## config.mk

```make
export PLATFORM = sky130hd
export DESIGN_NAME = gfx_rect_cmd_queue_flat
export DESIGN_NICKNAME = d
export VERILOG_FILES = /design/src/rtl/gfx_rect_cmd_queue_pkg.sv /design/src/rtl/gfx_rect_cmd_queue_if.sv /design/src/rtl/gfx_cmd_fifo.sv /design/src/rtl/gfx_rect_cmd_queue.sv /design/src/flat_wrapper.sv
export SDC_FILE = /design/constraint.sdc
export NUM_CORES = 1
export LEC_CHECK = 0
export BUFFER_PORTS_ARGS = -buffer_cell sky130_fd_sc_hd__buf_2
export CAP_MARGIN = 0
export CORE_MARGIN = 4
export CORE_UTILIZATION = 50
export CTS_CLUSTER_SIZE = 40
export DETAILED_ROUTE_END_ITERATION = 10
export PLACE_DENSITY = 0.65
export SLEW_MARGIN = 10
export SYNTH_ARGS = -nofsm -noshare
export SYNTH_HDL_FRONTEND = slang
export SYNTH_SLANG_ARGS = --single-unit
```

## constraint.sdc

```tcl
create_clock -name clk -period 7.5 [get_ports clk]
set_clock_uncertainty 0.1 [all_clocks]
set_input_delay 0 -clock clk [delete_from_list [all_inputs] [get_ports clk]]
set_output_delay 0 -clock clk [all_outputs]
set_load 0.005 [all_outputs]
```

## src/rtl/gfx_rect_cmd_queue_pkg.sv

```systemverilog
// Shared definitions for the rectangle command queue: screen geometry, command layout,
// FSM encoding and the span clamp helper.
package gfx_pkg;

    localparam int BIT_SIZE      = 10;
    localparam int SCREEN_WIDTH  = 640;
    localparam int SCREEN_HEIGHT = 480;
    localparam int COLOR_W       = 16;

    typedef enum logic [1:0] {
        ST_IDLE = 2'd0,
        ST_LOAD = 2'd1,
        ST_DRAW = 2'd2
    } state_e;

    typedef struct packed {
        logic [BIT_SIZE-1:0] x;
        logic [BIT_SIZE-1:0] y;
        logic [BIT_SIZE-1:0] w;
        logic [BIT_SIZE-1:0] h;
        logic [COLOR_W-1:0]  color;
    } rect_cmd_t;

    localparam int CMD_W = $bits(rect_cmd_t);

    // min(len, limit - org) at one extra bit so org+len can never wrap; caller
    // guarantees org < limit.
    function automatic logic [BIT_SIZE-1:0] clamp_span(
        input logic [BIT_SIZE-1:0] org,
        input logic [BIT_SIZE-1:0] len,
        input logic [BIT_SIZE:0]   limit
    );
        logic [BIT_SIZE:0] room;
        logic [BIT_SIZE:0] ext;
        room = limit - {1'b0, org};
        ext  = {1'b0, len};
        return (ext < room) ? len : room[BIT_SIZE-1:0];
    endfunction

endpackage

```

## src/rtl/gfx_rect_cmd_queue_if.sv

```systemverilog
// Command-in / draw-out bus of the rectangle command queue.
interface gfx_rect_cmd_queue_if #(
    parameter int BIT_SIZE = gfx_pkg::BIT_SIZE
);
    logic                        cmd_valid;
    logic                        cmd_ready;
    logic [BIT_SIZE-1:0]         cmd_x;
    logic [BIT_SIZE-1:0]         cmd_y;
    logic [BIT_SIZE-1:0]         cmd_w;
    logic [BIT_SIZE-1:0]         cmd_h;
    logic [gfx_pkg::COLOR_W-1:0] cmd_color;

    logic                        draw_enable;
    logic [BIT_SIZE-1:0]         draw_x;
    logic [BIT_SIZE-1:0]         draw_y;
    logic [BIT_SIZE-1:0]         draw_width;
    logic [BIT_SIZE-1:0]         draw_height;
    logic [gfx_pkg::COLOR_W-1:0] draw_color;
    logic                        draw_done;

    modport master (
        output cmd_valid, cmd_x, cmd_y, cmd_w, cmd_h, cmd_color, draw_done,
        input  cmd_ready, draw_enable, draw_x, draw_y, draw_width, draw_height, draw_color
    );

    modport slave (
        input  cmd_valid, cmd_x, cmd_y, cmd_w, cmd_h, cmd_color, draw_done,
        output cmd_ready, draw_enable, draw_x, draw_y, draw_width, draw_height, draw_color
    );
endinterface

```

## src/rtl/gfx_cmd_fifo.sv

```systemverilog
// Synchronous command FIFO; level is the single source of full/empty, read data is
// registered on pop.
module gfx_cmd_fifo
    import gfx_pkg::*;
#(
    parameter int DEPTH    = 8,
    parameter int PTR_BITS = 3,
    parameter int DATA_W   = CMD_W
) (
    input  logic                clk,
    input  logic                rst_n,
    input  logic                push,
    input  logic                pop,
    input  logic                flush,
    input  logic [DATA_W-1:0]   wr_data,
    output logic [DATA_W-1:0]   rd_data,
    output logic [PTR_BITS:0]   level
);
    localparam logic [PTR_BITS:0] DEPTH_L = (PTR_BITS+1)'(DEPTH);

    logic [DATA_W-1:0]   mem_q [DEPTH];
    logic [PTR_BITS-1:0] wr_ptr_q, wr_ptr_d;
    logic [PTR_BITS-1:0] rd_ptr_q, rd_ptr_d;
    logic [PTR_BITS:0]   level_q, level_d;
    logic [DATA_W-1:0]   rd_data_q, rd_data_d;
    logic                do_push, do_pop;

    // A flush swallows a same-cycle push; a full queue never admits one even if popping.
    assign do_push = push & (level_q != DEPTH_L) & ~flush;
    assign do_pop  = pop & (level_q != '0);

    always_comb begin
        wr_ptr_d  = wr_ptr_q;
        rd_ptr_d  = rd_ptr_q;
        level_d   = level_q;
        rd_data_d = rd_data_q;
        if (do_pop) begin
            rd_data_d = mem_q[rd_ptr_q];
            rd_ptr_d  = rd_ptr_q + 1'b1;
        end
        if (do_push) wr_ptr_d = wr_ptr_q + 1'b1;
        unique case ({do_push, do_pop})
            2'b10:   level_d = level_q + 1'b1;
            2'b01:   level_d = level_q - 1'b1;
            default: level_d = level_q;
        endcase
        if (flush) begin
            wr_ptr_d = '0;
            rd_ptr_d = '0;
            level_d  = '0;
        end
    end

    always_ff @(posedge clk) begin
        if (!rst_n) begin
            wr_ptr_q  <= '0;
            rd_ptr_q  <= '0;
            level_q   <= '0;
            rd_data_q <= '0;
        end else begin
            wr_ptr_q  <= wr_ptr_d;
            rd_ptr_q  <= rd_ptr_d;
            level_q   <= level_d;
            rd_data_q <= rd_data_d;
        end
    end

    always_ff @(posedge clk) begin
        if (do_push) mem_q[wr_ptr_q] <= wr_data;
    end

    assign rd_data = rd_data_q;
    assign level   = level_q;
endmodule

```

## src/rtl/gfx_rect_cmd_queue.sv

```systemverilog
// Rectangle command queue: buffers draw commands, drops degenerate ones, clamps spans
// to the screen and holds each issued command until the engine reports done.
module gfx_rect_cmd_queue
    import gfx_pkg::*;
#(
    parameter int BIT_SIZE      = gfx_pkg::BIT_SIZE,
    parameter int SCREEN_WIDTH  = gfx_pkg::SCREEN_WIDTH,
    parameter int SCREEN_HEIGHT = gfx_pkg::SCREEN_HEIGHT,
    parameter int FIFO_DEPTH    = 8,
    parameter int PTR_BITS      = 3
) (
    input  logic                 clk,
    input  logic                 rst_n,
    gfx_rect_cmd_queue_if.slave  bus,
    input  logic                 flush,
    output logic                 busy,
    output logic [PTR_BITS:0]    level,
    output logic                 cmd_dropped
);
    localparam logic [PTR_BITS:0] DEPTH_L = (PTR_BITS+1)'(FIFO_DEPTH);
    localparam logic [BIT_SIZE:0] SW_L    = (BIT_SIZE+1)'(SCREEN_WIDTH);
    localparam logic [BIT_SIZE:0] SH_L    = (BIT_SIZE+1)'(SCREEN_HEIGHT);

    state_e    state_q, state_d;
    rect_cmd_t draw_q, draw_d;
    logic      draw_en_q, draw_en_d;
    logic      dropped_q, dropped_d;

    rect_cmd_t in_cmd, head;
    logic [CMD_W-1:0] head_raw;
    logic      degenerate;

    assign in_cmd = '{x: bus.cmd_x, y: bus.cmd_y, w: bus.cmd_w, h: bus.cmd_h,
                      color: bus.cmd_color};

    gfx_cmd_fifo #(
        .DEPTH    (FIFO_DEPTH),
        .PTR_BITS (PTR_BITS),
        .DATA_W   (CMD_W)
    ) u_fifo (
        .clk     (clk),
        .rst_n   (rst_n),
        .push    (bus.cmd_valid),
        .pop     (state_q == ST_IDLE),
        .flush   (flush),
        .wr_data (in_cmd),
        .rd_data (head_raw),
        .level   (level)
    );

    assign head = rect_cmd_t'(head_raw);

    assign degenerate = (head.w == '0) || (head.h == '0) ||
                        ({1'b0, head.x} >= SW_L) || ({1'b0, head.y} >= SH_L);

    always_comb begin
        state_d   = state_q;
        draw_d    = draw_q;
        draw_en_d = draw_en_q;
        dropped_d = 1'b0;
        unique case (state_q)
            // The FIFO pops whenever we sit in IDLE, so head is valid in LOAD.
            ST_IDLE: if (level != '0) state_d = ST_LOAD;
            ST_LOAD: begin
                if (degenerate) begin
                    dropped_d = 1'b1;
                    state_d   = ST_IDLE;
                end else begin
                    draw_d.x     = head.x;
                    draw_d.y     = head.y;
                    draw_d.w     = clamp_span(head.x, head.w, SW_L);
                    draw_d.h     = clamp_span(head.y, head.h, SH_L);
                    draw_d.color = head.color;
                    draw_en_d    = 1'b1;
                    state_d      = ST_DRAW;
                end
            end
            ST_DRAW: begin
                if (bus.draw_done) begin
                    draw_en_d = 1'b0;
                    state_d   = ST_IDLE;
                end
            end
            default: begin
                draw_en_d = 1'b0;
                state_d   = ST_IDLE;
            end
        endcase
    end

    always_ff @(posedge clk) begin
        if (!rst_n) begin
            state_q   <= ST_IDLE;
            draw_q    <= '0;
            draw_en_q <= 1'b0;
            dropped_q <= 1'b0;
        end else begin
            state_q   <= state_d;
            draw_q    <= draw_d;
            draw_en_q <= draw_en_d;
            dropped_q <= dropped_d;
        end
    end

    assign bus.cmd_ready   = (level < DEPTH_L);
    assign bus.draw_enable = draw_en_q;
    assign bus.draw_x      = draw_q.x;
    assign bus.draw_y      = draw_q.y;
    assign bus.draw_width  = draw_q.w;
    assign bus.draw_height = draw_q.h;
    assign bus.draw_color  = draw_q.color;
    assign cmd_dropped     = dropped_q;
    assign busy            = (level != '0) || (state_q != ST_IDLE);
endmodule

```

## src/flat_wrapper.sv

```systemverilog
// flat-port wrapper written by rule: the top's interface ports become plain ports
module gfx_rect_cmd_queue_flat import gfx_pkg::*;
#(
    parameter int BIT_SIZE      = gfx_pkg::BIT_SIZE,
    parameter int SCREEN_WIDTH  = gfx_pkg::SCREEN_WIDTH,
    parameter int SCREEN_HEIGHT = gfx_pkg::SCREEN_HEIGHT,
    parameter int FIFO_DEPTH    = 8,
    parameter int PTR_BITS      = 3
)
  (clk, rst_n, flush, busy, level, cmd_dropped, bus_cmd_valid, bus_cmd_x, bus_cmd_y, bus_cmd_w, bus_cmd_h, bus_cmd_color, bus_draw_done, bus_cmd_ready, bus_draw_enable, bus_draw_x, bus_draw_y, bus_draw_width, bus_draw_height, bus_draw_color);
  gfx_rect_cmd_queue_if #(.BIT_SIZE(BIT_SIZE)) bus_i ();
  input  logic clk;
  input  logic rst_n;
  input  logic flush;
  output logic busy;
  output logic [PTR_BITS:0] level;
  output logic cmd_dropped;
  input wire logic [$bits(bus_i.cmd_valid)-1:0] bus_cmd_valid;
  input wire logic [$bits(bus_i.cmd_x)-1:0] bus_cmd_x;
  input wire logic [$bits(bus_i.cmd_y)-1:0] bus_cmd_y;
  input wire logic [$bits(bus_i.cmd_w)-1:0] bus_cmd_w;
  input wire logic [$bits(bus_i.cmd_h)-1:0] bus_cmd_h;
  input wire logic [$bits(bus_i.cmd_color)-1:0] bus_cmd_color;
  input wire logic [$bits(bus_i.draw_done)-1:0] bus_draw_done;
  output wire logic [$bits(bus_i.cmd_ready)-1:0] bus_cmd_ready;
  output wire logic [$bits(bus_i.draw_enable)-1:0] bus_draw_enable;
  output wire logic [$bits(bus_i.draw_x)-1:0] bus_draw_x;
  output wire logic [$bits(bus_i.draw_y)-1:0] bus_draw_y;
  output wire logic [$bits(bus_i.draw_width)-1:0] bus_draw_width;
  output wire logic [$bits(bus_i.draw_height)-1:0] bus_draw_height;
  output wire logic [$bits(bus_i.draw_color)-1:0] bus_draw_color;
  assign bus_i.cmd_valid = bus_cmd_valid;
  assign bus_i.cmd_x = bus_cmd_x;
  assign bus_i.cmd_y = bus_cmd_y;
  assign bus_i.cmd_w = bus_cmd_w;
  assign bus_i.cmd_h = bus_cmd_h;
  assign bus_i.cmd_color = bus_cmd_color;
  assign bus_i.draw_done = bus_draw_done;
  assign bus_cmd_ready = bus_i.cmd_ready;
  assign bus_draw_enable = bus_i.draw_enable;
  assign bus_draw_x = bus_i.draw_x;
  assign bus_draw_y = bus_i.draw_y;
  assign bus_draw_width = bus_i.draw_width;
  assign bus_draw_height = bus_i.draw_height;
  assign bus_draw_color = bus_i.draw_color;
  gfx_rect_cmd_queue #(.BIT_SIZE(BIT_SIZE), .SCREEN_WIDTH(SCREEN_WIDTH), .SCREEN_HEIGHT(SCREEN_HEIGHT), .FIFO_DEPTH(FIFO_DEPTH), .PTR_BITS(PTR_BITS)) u_core (.clk(clk), .rst_n(rst_n), .bus(bus_i), .flush(flush), .busy(busy), .level(level), .cmd_dropped(cmd_dropped));
endmodule
```

Yosys cells after proc, flatten, opt, wreduce, memory -nomap -nowiden. Memories as Yosys holds them, arrays and structs flattened. A register that Yosys moved wholly into a read port is not among the register bits. Cells that the tools add are included.

Output and inout bits: 64. Input bits: 61. Memory bits (writable): 448. Register bits: 70. Memory bits (read-only): 0. Memories kept: 1. Latch bits: 0. Logic and storage cells: 67.

Reductions and logical operators: 16. Shift operators: 0. $lt $le $gt $ge: 5. Bitwise gates (word level): 7. $mul: 0. Add/subtract/negate cells: 6. Eq/ne operators: 8. Divide/modulo/power cells: 0. Multiplexer cells: 13.

Memory list: u_core.u_fifo.mem_q (words 8, width 56, read ports 1, clocked after memory_dff 1, write ports 1, line gfx_cmd_fifo.sv:21) `logic [DATA_W-1:0] mem_q [DEPTH];`.

Operator list (number): < comparator 10 x 11 -> 1 bit (2); logical NOT 10 bit (2); 2-to-1 mux 10 bit (2); subtractor 10 x 10 -> 11 bit, first input constant (1); subtractor 9 x 10 -> 11 bit, first input constant (1); >= comparator 10 bit, second input constant (1); >= comparator 10 x 9 -> 1 bit, second input constant (1); case mux 4 bit (2 select lines) (1); adder 3 x 1 -> 3 bit, second input constant (2); 2-to-1 mux 2 bit (3); case mux 2 bit (3 select lines) (1); AND reduction 2 bit (3); 2-to-1 mux 1 bit (5); adder 4 x 1 -> 4 bit, second input constant (1); == test 2 x 1 -> 1 bit, second input constant (2); == test 2 bit, second input constant (2); logical OR 1 bit (4); < comparator 4 bit, second input constant (1); != test 2 bit, second input constant (2); != test 4 bit, second input constant (1); inverter 1 bit (4); nonzero test 2 bit (2); nonzero test 4 bit (1); subtractor 4 x 1 -> 4 bit, second input constant (1); 7 further kinds (9).

Longest topological paths before layout. Gate-level depths: netlist of run 1.

Word-level depth: 6. Depth in mapped cells: 13. Depth with buffers taken out: 12.

By module. Synthesis of run 1 repeated with hierarchy kept, for this count alone.

Cell total of the unflattened synthesis: 1305. Area total of the unflattened synthesis: 22148.7 um^2.

By module, submodules not included: gfx_cmd_fifo (cells each 908, sequential area each 14774.2 um^2, times used 1, area each 18890.6 um^2); gfx_rect_cmd_queue (cells each 397, sequential area each 1201.2 um^2, times used 1, area each 3258.1 um^2).

Worst setup path after synthesis of run 1. OpenSTA, ideal clock, no wires.

Kind: register -> register. Start: register u_core.u_fifo.level_q[0] (netlist: u_core.u_fifo.level[0]). End: memory u_core.u_fifo.mem_q[0][0] (netlist bit) (enable). Setup slack: 2.101 ns. Arrival: 4.760 ns. Buffers on the path: 0. Period minus slack after synthesis: 5.399 ns. Cell stages (with the launch flop): 4. Required time: 6.861 ns. Setup time: 0.539 ns. Cells stage by stage: dfxtp_1 o41ai_1 or3_1 nor3_1.

Word-level cells in the longest chain between the ends: 5.

RTL lines: start: declaration (line gfx_cmd_fifo.sv:24) `logic [PTR_BITS:0] level_q, level_d;`; start signal: assignment (line gfx_cmd_fifo.sv:63) `level_q <= level_d;`; != test 4 bit (line gfx_cmd_fifo.sv:29) `assign do_push = push & (level_q != DEPTH_L) & ~flush;`; bitwise AND 1 bit (2 in series) (line gfx_cmd_fifo.sv:29); 2-to-1 mux 1 bit (line gfx_cmd_fifo.sv:69) `if (do_push) mem_q[wr_ptr_q] <= wr_data;`; 2-to-1 mux 1 bit (not written as such) (line gfx_cmd_fifo.sv:69); end: declaration (line gfx_cmd_fifo.sv:21).

Every way passes these cells.

Worst setup path after layout of run 1.
Start: register u_core.u_fifo.rd_data_q[36] (netlist: u_core.u_fifo.rd_data[36]), read port of u_core.u_fifo.mem_q. End: register u_core.draw_q (netlist bit u_core.bus.draw_height[5]).

Word-level cells in the longest chain between the ends: 4. Elaborated cells on any way between the ends: 7. Classes of those cells: add/sub (1); order compare (2); mux (1); bitwise (1); reduce/logical (2).

RTL lines: start: declaration (line gfx_cmd_fifo.sv:25) `logic [DATA_W-1:0] rd_data_q, rd_data_d;`; parallel branches: the longest is 4 deep, another holds subtractor 9 x 10 -> 11 bit; end signal: assignment (line gfx_rect_cmd_queue.sv:99) `draw_q <= draw_d;`; end: declaration (line gfx_rect_cmd_queue.sv:25) `rect_cmd_t draw_q, draw_d;`.

Several ways; the timed one is not identified. A chain may end at the register's enable or synchronous reset.

==> results of run 1 <==
==> metrics by stage <==
step | setup slack, ns | util [%]
6_report | 3.89 | 58.9
5_1_grt | 3.63 | 58.9
4_1_cts | 3.69 | 58.9
3_5_place_dp | 3.72 | 53.4
3_3_place_gp | 3.77 | 53.4
2_1_floorplan | 2.10 | -
==> flip-flops by register name (all words and copies together) (netlist names) <==
name	cells
u_core.u_fifo.wr_ptr_q	3
u_core.state_q	2
u_core.bus.draw_y	10
u_core.u_fifo.mem_q	448
u_core.cmd_dropped	1
u_core.u_fifo.rd_ptr_q	3
u_core.bus.draw_height	10
u_core.bus.draw_enable	1
u_core.u_fifo.rd_data	56
u_core.u_fifo.level	4
u_core.bus.draw_x	10
u_core.bus.draw_width	10
u_core.bus.draw_color	16
==> power by group through the flow <==
stage	combinational (mW)	sequential, mW	clock (mW)
finish	0.663	3.60	2.75
CTS	0.668	3.61	2.81
detailed placement	0.636	3.67	0
global placement	0.625	3.67	0
floorplan	0.478	3.63	0
global route	0.737	3.62	2.95
==> metal layers <==
layer	share of wire (%)	wire [um]	vias to the layer above	track usage [%]
li1	-	-	5316	-
met2	49	23000	227	32.5
met3	5.0	2350	62	4.04
met1	44	20900	6049	28.0
met5	0.028	13	-	0
met4	1.8	850	2	4.54
==> worst paths after layout <==
check	start	slack (ns)	to
setup / recovery	u_core.u_fifo.rd_data[36]	3.89	u_core.bus.draw_height[5]
hold / removal	bus_cmd_w[4]	0.11	u_core.u_fifo.mem_q[5][30]
setup reg to reg	u_core.u_fifo.rd_data[36]	3.89	u_core.bus.draw_height[5]
hold reg to reg	u_core.bus.draw_y[9]	0.35	u_core.bus.draw_y[9]
==> kinds of logic after synthesis <==
group / after synthesis / synth area share [%]
flops: 574 / 71.3
fa+ha+maj: 26 / 1.48
simple gates: 191 / 4.24
mux: 218 / 16.0
xor+xnor: 20 / 0.781
compound gates: 131 / 4.48
buf+inv: 96 / 1.72
==> cell type report <==
| cell class | count | share of cell area (%) |
|---|---|---|
| tap | 592 | 2.84 |
| antenna | 2 | 0.0192 |
| clock inverter | 25 | 0.891 |
| sequential | 574 | 61.2 |
| multi-input combinational | 586 | 23.4 |
| inverter | 20 | 0.287 |
| clock buffer | 81 | 6.04 |
| timing repair buffer | 203 | 5.30 |
==> placed cells by master (no fill, tap or decap), types with 5 or more instances in the layout <==
master,instances
buf_2,123
clkbuf_16,57
xnor2_1,8
a21oi_1,27
ha_1,25
clkinv_1,6
mux2_2,9
buf_4,17
inv_1,20
nand2_1,81
o21ai_0,8
clkbuf_1,18
xor2_1,12
nor2_4,6
nor4_1,5
clkinv_2,11
mux4_2,112
o21ai_1,15
nor2_1,27
nor2b_1,38
or2_2,5
dlygate4sd3_1,62
mux2i_1,97
dfxtp_1,123
a31oi_1,5
o211a_1,56
edfxtp_1,448
clkbuf_8,6
nand2b_1,5
==> worst max-delay path, stage by stage, from the launching register on <==
cell,delay (ns)
dfxtp_1,0.37
or4_1,0.60
nor2_1,0.22
nor2_1,0.09
xnor2_1,0.13
ha_1,0.22
or4_1,0.53
a221oi_1,0.22
o21ai_0,0.16
o2111ai_2,0.30
mux2_2,0.43
o22ai_1,0.16
==> impl_metrics.yaml, run 1 <==
floorplan:
  start_util_pct: 50.6
  chipWidth_um: 220
  die_h_um: 220
  row_count: 77
  dieArea_um2: 48300
  io_pins: 125
  core_um2: 44300
clock_tree:
  hold_buffers: 62
  cts_buffers: 56
  clk_pin_slew_worst_paths_ns: 0.07
  cts_tree: "done"
  cts_resized: 0
  clk_path_buf_depth: 3
  cts_setup_buffers: 0
  clkLatencyLatePin_ns: 0.60
  h-tree-depth: 2
  clock_tree.root_cell: "clkbuf_16"
  cts_sinks: 574
timing:
  fmax_mhz: 277
  finalHoldViolations: 0
  setup_violations: 0
  setup_tns_ns: 0
  tightestPinTransition_ns: 1.14
  rsz0062_at_grt: "false"
  fin_crit_ns: 3.61
  fin_crit_sh_pct: 48.2
  drv_slew: 0
  timing.hold.ws_ns: 0.109
  slew_headroom_pct: 23.7
min_path:
  holdPathStages: 2
  hold_path_class: "primary input to register"
power_and_ir_drop:
  switching_share_pct: 22.9
  peakVddDrop_uv: 189
  switching_power_mw: 1.60
  p_total_mw: 7.02
  internal_power_mw: 5.41
  combPwrFrac_pct: 9.5
  p_per_area_nw_per_um2: 269
  pwr-share-seq_pct: 51.4
  p_clk_share_pct: 39.2
  leakage_nw: 9.16
yosys:
  synth_top_cells_by_area: "edfxtp_1 (60%), dfxtp_1 (11%), mux4_2 (11%), mux2i_1 (4.3%), o211a_1 (2.5%)"
  synth_common_cells: "edfxtp_1 (448), dfxtp_1 (126), mux4_2 (112)"
  synth_top_area_share_pct: 60.0
  netlist_area_um2: 22400
  syn_avg_cell_area_um2: 17.8
  synth_fp_nets: 1343
  netlist_instances: 1256
  synth-main-ff-cell: "edfxtp_1"
  yosys.cell_types.count: 50
  yosysSeqAreaShare_pct: 71.3
  synthArstFlopShare_pct: 0
  synth_most_common_cell: "edfxtp_1"
  ys_ff_latch: 574
  synth_top_cell_by_area: "edfxtp_1"
  yosysWarnings: 0
  synth_edf_count: 448
detailed_routing:
  drt_iter0_drc: 928
  ant_nets: 0
  drtPass1Iterations: 5
  via_per_inst: 5.60
  wire_per_inst_um: 22.6
  via_count: 11656
  wl_um: 47200
  drc_errors: 0
placement:
  placed_cell_area_um2: 23700
  dp_hpwl_um: 25200
  place.gp.congestion: 0.833
  port_buffers: 124
  dp.cells: 1913
global_routing:
  grt_pass1_wl_um: 72700
  track_usage_pct: 19.9
  grt_max_degree: 71
  antenna_found_initial: 3
  grt_pass1_vias: 11951
  gr-total-overflow: 0
cells_and_area:
  multi_input_area_um2: 6120
  fin_nets: 1528
  final_cells: 2083
  drive_gt1_share_pct: 24.6
  n_fill_cell: 3386
  syn2layout_area_growth_pct: 16.5
  seqCellArea_um2: 16000
  final_area_um2: 26100
worst_setup_path:
  crit_fanout: 15
  critical_path_class: "register to register"
  crit_arrival_ns: 4.02
  endpoint_kind: "register"
  worst_setup_path_start_kind: "register"
  rr_worst_depth: 11
  worstPathRequired_ns: 7.91
run:
  cap_violations: 0
outcome:
  status: "complete, no violations"
(Power assumes the default switching activity.)
==> run 2: changes to the inputs <==
==> constraint.sdc (replaced) <==
create_clock -name clk -period 3.4 [get_ports clk]
set_clock_uncertainty 0.1 [all_clocks]
set_input_delay 0 -clock clk [delete_from_list [all_inputs] [get_ports clk]]
set_output_delay 0 -clock clk [all_outputs]
set_load 0.005 [all_outputs]
==> run 2 against run 1 <==
Global-route usage about the same. Sequential share of layout area fell by 0.96 points. Final cell count is 0.96% higher. Via count rose by 1.5%. Routed wire length is 0.35% higher. Maximum frequency rose by 14%. Design area is 1.6% higher. Highest routed layer unchanged. Critical path depth did not move. Combinational power grew 130%. Hold slack lost 0.0027 ns.
==> impl_metrics.yaml, run 2 (synthesis results as in run 1) <==
outcome:
  status: "complete, no violations"
global_routing:
  track_usage_pct: 19.9
  grt_pass1_wl_um: 73000
  grt_max_degree: 116
  gr-total-overflow: 0
  antenna_found_initial: 2
  grt_pass1_vias: 12030
detailed_routing:
  via_count: 11834
  wl_met2_um: 23100
  wl_met3_um: 2370
  ant_nets: 0
  via_per_inst: 5.63
  drt_iter0_drc: 836
  drc_errors: 0
  routed.top_layer: "met5"
  drtPass1Iterations: 5
  wl_met1_um: 20900
  wire_per_inst_um: 22.5
  wl_um: 47300
timing:
  setup_violations: 0
  drv_slew: 0
  tightestPinTransition_ns: 1.11
  finalHoldViolations: 0
  slew_headroom_pct: 26.1
  rsz0062_at_grt: "false"
  fin_crit_sh_pct: 93.5
  fmax_mhz: 314
  fin_crit_ns: 3.18
cells_and_area:
  drive_gt1_share_pct: 25.9
  fin_nets: 1548
  final_area_um2: 26500
  regMostFlops: "u_core.u_fifo.mem_q"
  largest_register_ffs: 448
  multi_input_area_um2: 6140
  final_common_cell: "edfxtp_1"
  final_cell_mix: "edfxtp_1 (448), buf_2 (123), dfxtp_1 (123)"
  seqCellArea_um2: 16000
  n_fill_cell: 3289
  syn2layout_area_growth_pct: 18.4
worst_setup_path:
  endpoint_kind: "register"
  critPathMaxStageDelay_ns: 0.58
  worst_setup_path_start_kind: "register"
  crit_fanout: 5
  worstPathCellList: "or4_1, nor2_2, nor2_1, xnor2_1, ha_1, or4_1, a221oi_1, o21ai_1, o2111ai_2, mux2_2, o22ai_1"
  r2r_start: "u_core.u_fifo.rd_data[37]"
  cp_slowest_cell: "or4_1"
  r2r_setup_slack_ns: 0.22
  worstPathRequired_ns: 3.83
  path_common_cell: "or4_1"
  crit_path_end: "u_core.bus.draw_height[5]"
  rr_endpoint: "u_core.bus.draw_height[5]"
  critical_path_class: "register to register"
  crit_arrival_ns: 3.61
  critPathLaunch: "u_core.u_fifo.rd_data[37]"
  rr_worst_depth: 11
clock_tree:
  clk_pin_slew_worst_paths_ns: 0.06
  cts_tree: "done"
  cts_sinks: 574
  clock_tree.root_cell: "clkbuf_16"
  clk_path_buf_depth: 3
  clkLatencyLatePin_ns: 0.60
  cts_buffers: 57
  cts_setup_buffers: 0
  h-tree-depth: 2
power_and_ir_drop:
  p_per_area_nw_per_um2: 593
  pwr-share-seq_pct: 50.4
  combPwrFrac_pct: 9.8
  peakVddDrop_uv: 370
  p_total_mw: 15.7
  switching_power_mw: 3.57
  p_clk_share_pct: 39.8
  internal_power_mw: 12.2
  switching_share_pct: 22.7
  leakage_nw: 9.34
placement:
  port_buffers: 124
  dp_hpwl_um: 27900
  place.gp.congestion: 0.822
  placed_cell_area_um2: 24000
floorplan:
  dieArea_um2: 48300
  core_um2: 44300
  row_count: 77
  start_util_pct: 50.6
  io_pins: 125
  die_h_um: 220
  chipWidth_um: 220
run:
  cap_violations: 0
min_path:
  hold_path_class: "primary input to register"
  holdPathStages: 2
-- run 2: cell types whose count changed in the layout (fill, tap and decap cells not counted), sizes merged --
cell         change
diode            -1
clkinv          +10
dlygate4sd3      -1
inv              -1
bufinv           +2
buf             +20
clkbuf           -9
-- run 2: per-stage QoR --
step / instances / setup TNS (ns) / utilization, % / hold slack, ns / setup slack (ns)
after global routing: 2103 / 0 / 59.9 / 0.111 / 0.0131
after CTS: 2102 / 0 / 59.9 / 0.0732 / 0.101
after floorplan: 1256 / -151.94 / - / -0.00113 / -0.496
final: 2103 / 0 / 59.9 / 0.106 / 0.220
after global placement: 1933 / 0 / 54.2 / 0.163 / 0.166
after detailed placement: 1933 / 0 / 54.2 / 0.170 / 0.180
-- run 2: power groups by stage --
stage	Clock, mW	Sequential, mW	Combinational [mW]
3_5_place_dp	0	8.08	1.48
2_1_floorplan	0	8.00	1.05
5_1_grt	6.70	7.95	1.72
6_report	6.26	7.93	1.54
4_1_cts	6.39	7.93	1.55
3_3_place_gp	0	8.07	1.45
-- run 2: area by class of cell --
class                           count  area share [%]
Sequential cell                   574            60.2
Multi-Input combinational cell    586            23.1
Timing Repair Buffer              222            6.45
Clock buffer                       72            5.90
Tap cell                          592            2.79
Clock inverter                     36            1.21
Inverter                           20           0.283
Antenna cell                        1         0.00943
-- run 2: worst min path at each step --
stage	start	to	slack, ns
CTS	bus_cmd_h[3]	u_core.u_fifo.mem_q[4][19]	0.07
detailed placement	bus_cmd_y[0]	u_core.u_fifo.mem_q[0][36]	0.17
global placement	bus_cmd_h[6]	u_core.u_fifo.mem_q[2][22]	0.16
finish	bus_cmd_color[11]	u_core.u_fifo.mem_q[5][11]	0.11
global route	bus_cmd_color[6]	u_core.u_fifo.mem_q[1][6]	0.11
floorplan	bus_cmd_color[0]	u_core.u_fifo.mem_q[0][0]	-0.001
-- run 2: metal layers --
layer  up-vias  global-route usage [%]
li1       5377                       -
met1      6133                    28.5
met5         -                       0
met4         2                    5.46
met3        73                    2.90
met2       249                    32.4
-- run 2: what timing repair did --
item / in CTS / in global routing
hold buffers: 61 / 0
gates resized for setup: 0 / 3
endpoints found under the setup margin: 0 / 10
hold endpoints to repair: 509 / 0
-- run 2: worst max-delay path, delay by kind of cell, from the launching register on --
family,cells,cell delay [ns]
fa+ha+maj,1,0.22
compound gates,4,0.64
xor+xnor,1,0.12
flops,1,0.35
simple gates,4,1.30
mux,1,0.38
==> run 3: changes to the inputs <==
--- a/config.mk
+++ b/config.mk
@@ -9,9 +9,11 @@
 export CAP_MARGIN = 0
 export CORE_MARGIN = 4
 export CORE_UTILIZATION = 50
+export CTS_BUF_LIST = sky130_fd_sc_hd__clkbuf_4 sky130_fd_sc_hd__clkbuf_8
 export CTS_CLUSTER_SIZE = 40
 export DETAILED_ROUTE_END_ITERATION = 10
 export PLACE_DENSITY = 0.65
+export SKIP_CTS_REPAIR_TIMING = 1
 export SLEW_MARGIN = 10
 export SYNTH_ARGS = -nofsm -noshare
 export SYNTH_HDL_FRONTEND = slang
==> run 3 against run 2 <==
Via count is 1.8% higher. Combinational power about the same. Utilization is 0.50 points higher. Critical path type unchanged.
==> impl_metrics.yaml, run 3 (synthesis results as in run 1) <==
detailed_routing:
  drtPass1Iterations: 5
  via_per_inst: 5.56
  via_count: 12047
  ant_nets: 0
  drc_errors: 0
  drt_iter0_drc: 859
  wire_per_inst_um: 22.1
  wl_um: 48000
outcome:
  status: "complete, no violations"
cells_and_area:
  final_cell_mix: "edfxtp_1 (448), buf_2 (123), dfxtp_1 (123)"
  final_cells: 2168
  largest_register_ffs: 448
  syn2layout_area_growth_pct: 19.4
  diodes: 0
  regMostFlops: "u_core.u_fifo.mem_q"
  final_common_cell: "edfxtp_1"
  n_fill_cell: 3297
  fin_nets: 1583
  drive_gt1_share_pct: 29.8
floorplan:
  chipWidth_um: 220
  io_pins: 125
  start_util_pct: 50.6
  row_count: 77
  die_h_um: 220
  dieArea_um2: 48300
  core_um2: 44300
placement:
  port_buffers: 124
  dp_hpwl_um: 27900
  pre_cts_slack_ns: 0.180
  place.gp.congestion: 0.822
  dp.cells: 1933
run:
  cap_violations: 0
clock_tree:
  cts_sinks: 574
  clock_tree.root_cell: "clkbuf_8"
  cts_tree: "done"
  clk_pin_slew_worst_paths_ns: 0.06
  clkLatencyLatePin_ns: 0.65
  h-tree-depth: 3
  cts_buffers: 92
  clk_path_buf_depth: 3
timing:
  drv_slew: 0
  fmax_mhz: 314
  setup_violations: 0
  fin_crit_ns: 3.19
  slew_headroom_pct: 27.2
  finalHoldViolations: 0
  setup_ws_ns: 0.215
  rsz0062_at_grt: "false"
  tightestPinTransition_ns: 1.09
  fin_crit_sh_pct: 93.7
  setup_tns_ns: 0
power_and_ir_drop:
  leakage_nw: 9.51
  p_per_area_nw_per_um2: 599
  peakVddDrop_uv: 256
  p_total_mw: 16.0
worst_setup_path:
  worstPathCellList: "or4_1, nor2_2, nor2_1, xnor2_1, ha_1, or4_1, a221oi_1, o21ai_1, o2111ai_2, mux2_2, o22ai_1"
  critPathBufInv: 0
  cp_slowest_cell: "or4_1"
  worstPathRequired_ns: 3.87
  crit_arrival_ns: 3.65
  endpoint_kind: "register"
  path_common_cell: "or4_1"
  critical_path_class: "register to register"
  critPathMaxStageDelay_ns: 0.58
  worst_setup_path_start_kind: "register"
  crit_family: "simple AND/OR/NAND/NOR gates"
  crit_fanout: 5
global_routing:
  track_usage_pct: 20.2
  grt_pass1_wl_um: 73400
  grt_max_degree: 116
  grt_pass1_vias: 12071
  antenna_found_initial: 2
  gr-total-overflow: 0
min_path:
  hold_path_class: "primary input to register"
-- run 3: cell types whose count changed in the layout (fill, tap and decap cells not counted), sizes merged --
cell	delta
clkinv	-3
clkinvlp	+3
diode	-1
bufinv	+3
clkbuf	+62
inv	+1
-- run 3: cell type report --
cell class | instances | area (um2) | area share, %
Multi-Input combinational cell | 586 | 6140 | 22.9
Sequential cell | 574 | 16000 | 59.7
Inverter | 20 | 75.1 | 0.281
Clock inverter | 40 | 428 | 1.60
Clock buffer | 134 | 1680 | 6.28
Timing Repair Buffer | 222 | 1710 | 6.40
Tap cell | 592 | 741 | 2.77
-- run 3: routing by layer --
metal  vias to the layer above  global-route usage (%)  wire [um]
met5                         -                       0         27
met3                        58                    3.92       2490
met2                       294                    32.5      23700
li1                       5450                       -          -
met1                      6241                    28.0      20900
met4                         4                    6.64        862
-- run 3: per-stage QoR --
stage | hold WS [ns] | cell area [um2] | util, %
after detailed placement | 0.170 | 24000 | 54.2
final | 0.0576 | 26800 | 60.4
after global placement | 0.163 | 24000 | 54.2
after global routing | 0.0407 | 26800 | 60.4
after floorplan | -0.00113 | 22400 | -
after CTS | -0.549 | 26100 | 59.0
-- run 3: path summary, 6_finish.rpt --
path,from,end,slack (ns),depth (start not counted)
worst max register to register,u_core.u_fifo.rd_data[37],u_core.bus.draw_height[5],0.21,11
worst max-delay path,u_core.u_fifo.rd_data[37],u_core.bus.draw_height[5],0.21,11
worst min-delay path,bus_cmd_h[5],u_core.u_fifo.mem_q[3][21],0.06,2
worst min register to register,u_core.bus.draw_y[9],u_core.bus.draw_y[9],0.34,2
-- run 3: worst reg2reg max path, cell delays in order, from the launching register on --
cell and delay, ns:
dfxtp_1 0.35, or4_1 0.58, nor2_2 0.13, nor2_1 0.06, xnor2_1 0.12, ha_1 0.22, or4_1 0.53, a221oi_1 0.22
o21ai_1 0.12, o2111ai_2 0.14, mux2_2 0.38, o22ai_1 0.15
-- run 3: report_power, final --
group | switching, mW | internal (mW)
Clock | 2.68 | 3.88
Sequential | 0.192 | 7.74
Combinational | 0.817 | 0.724
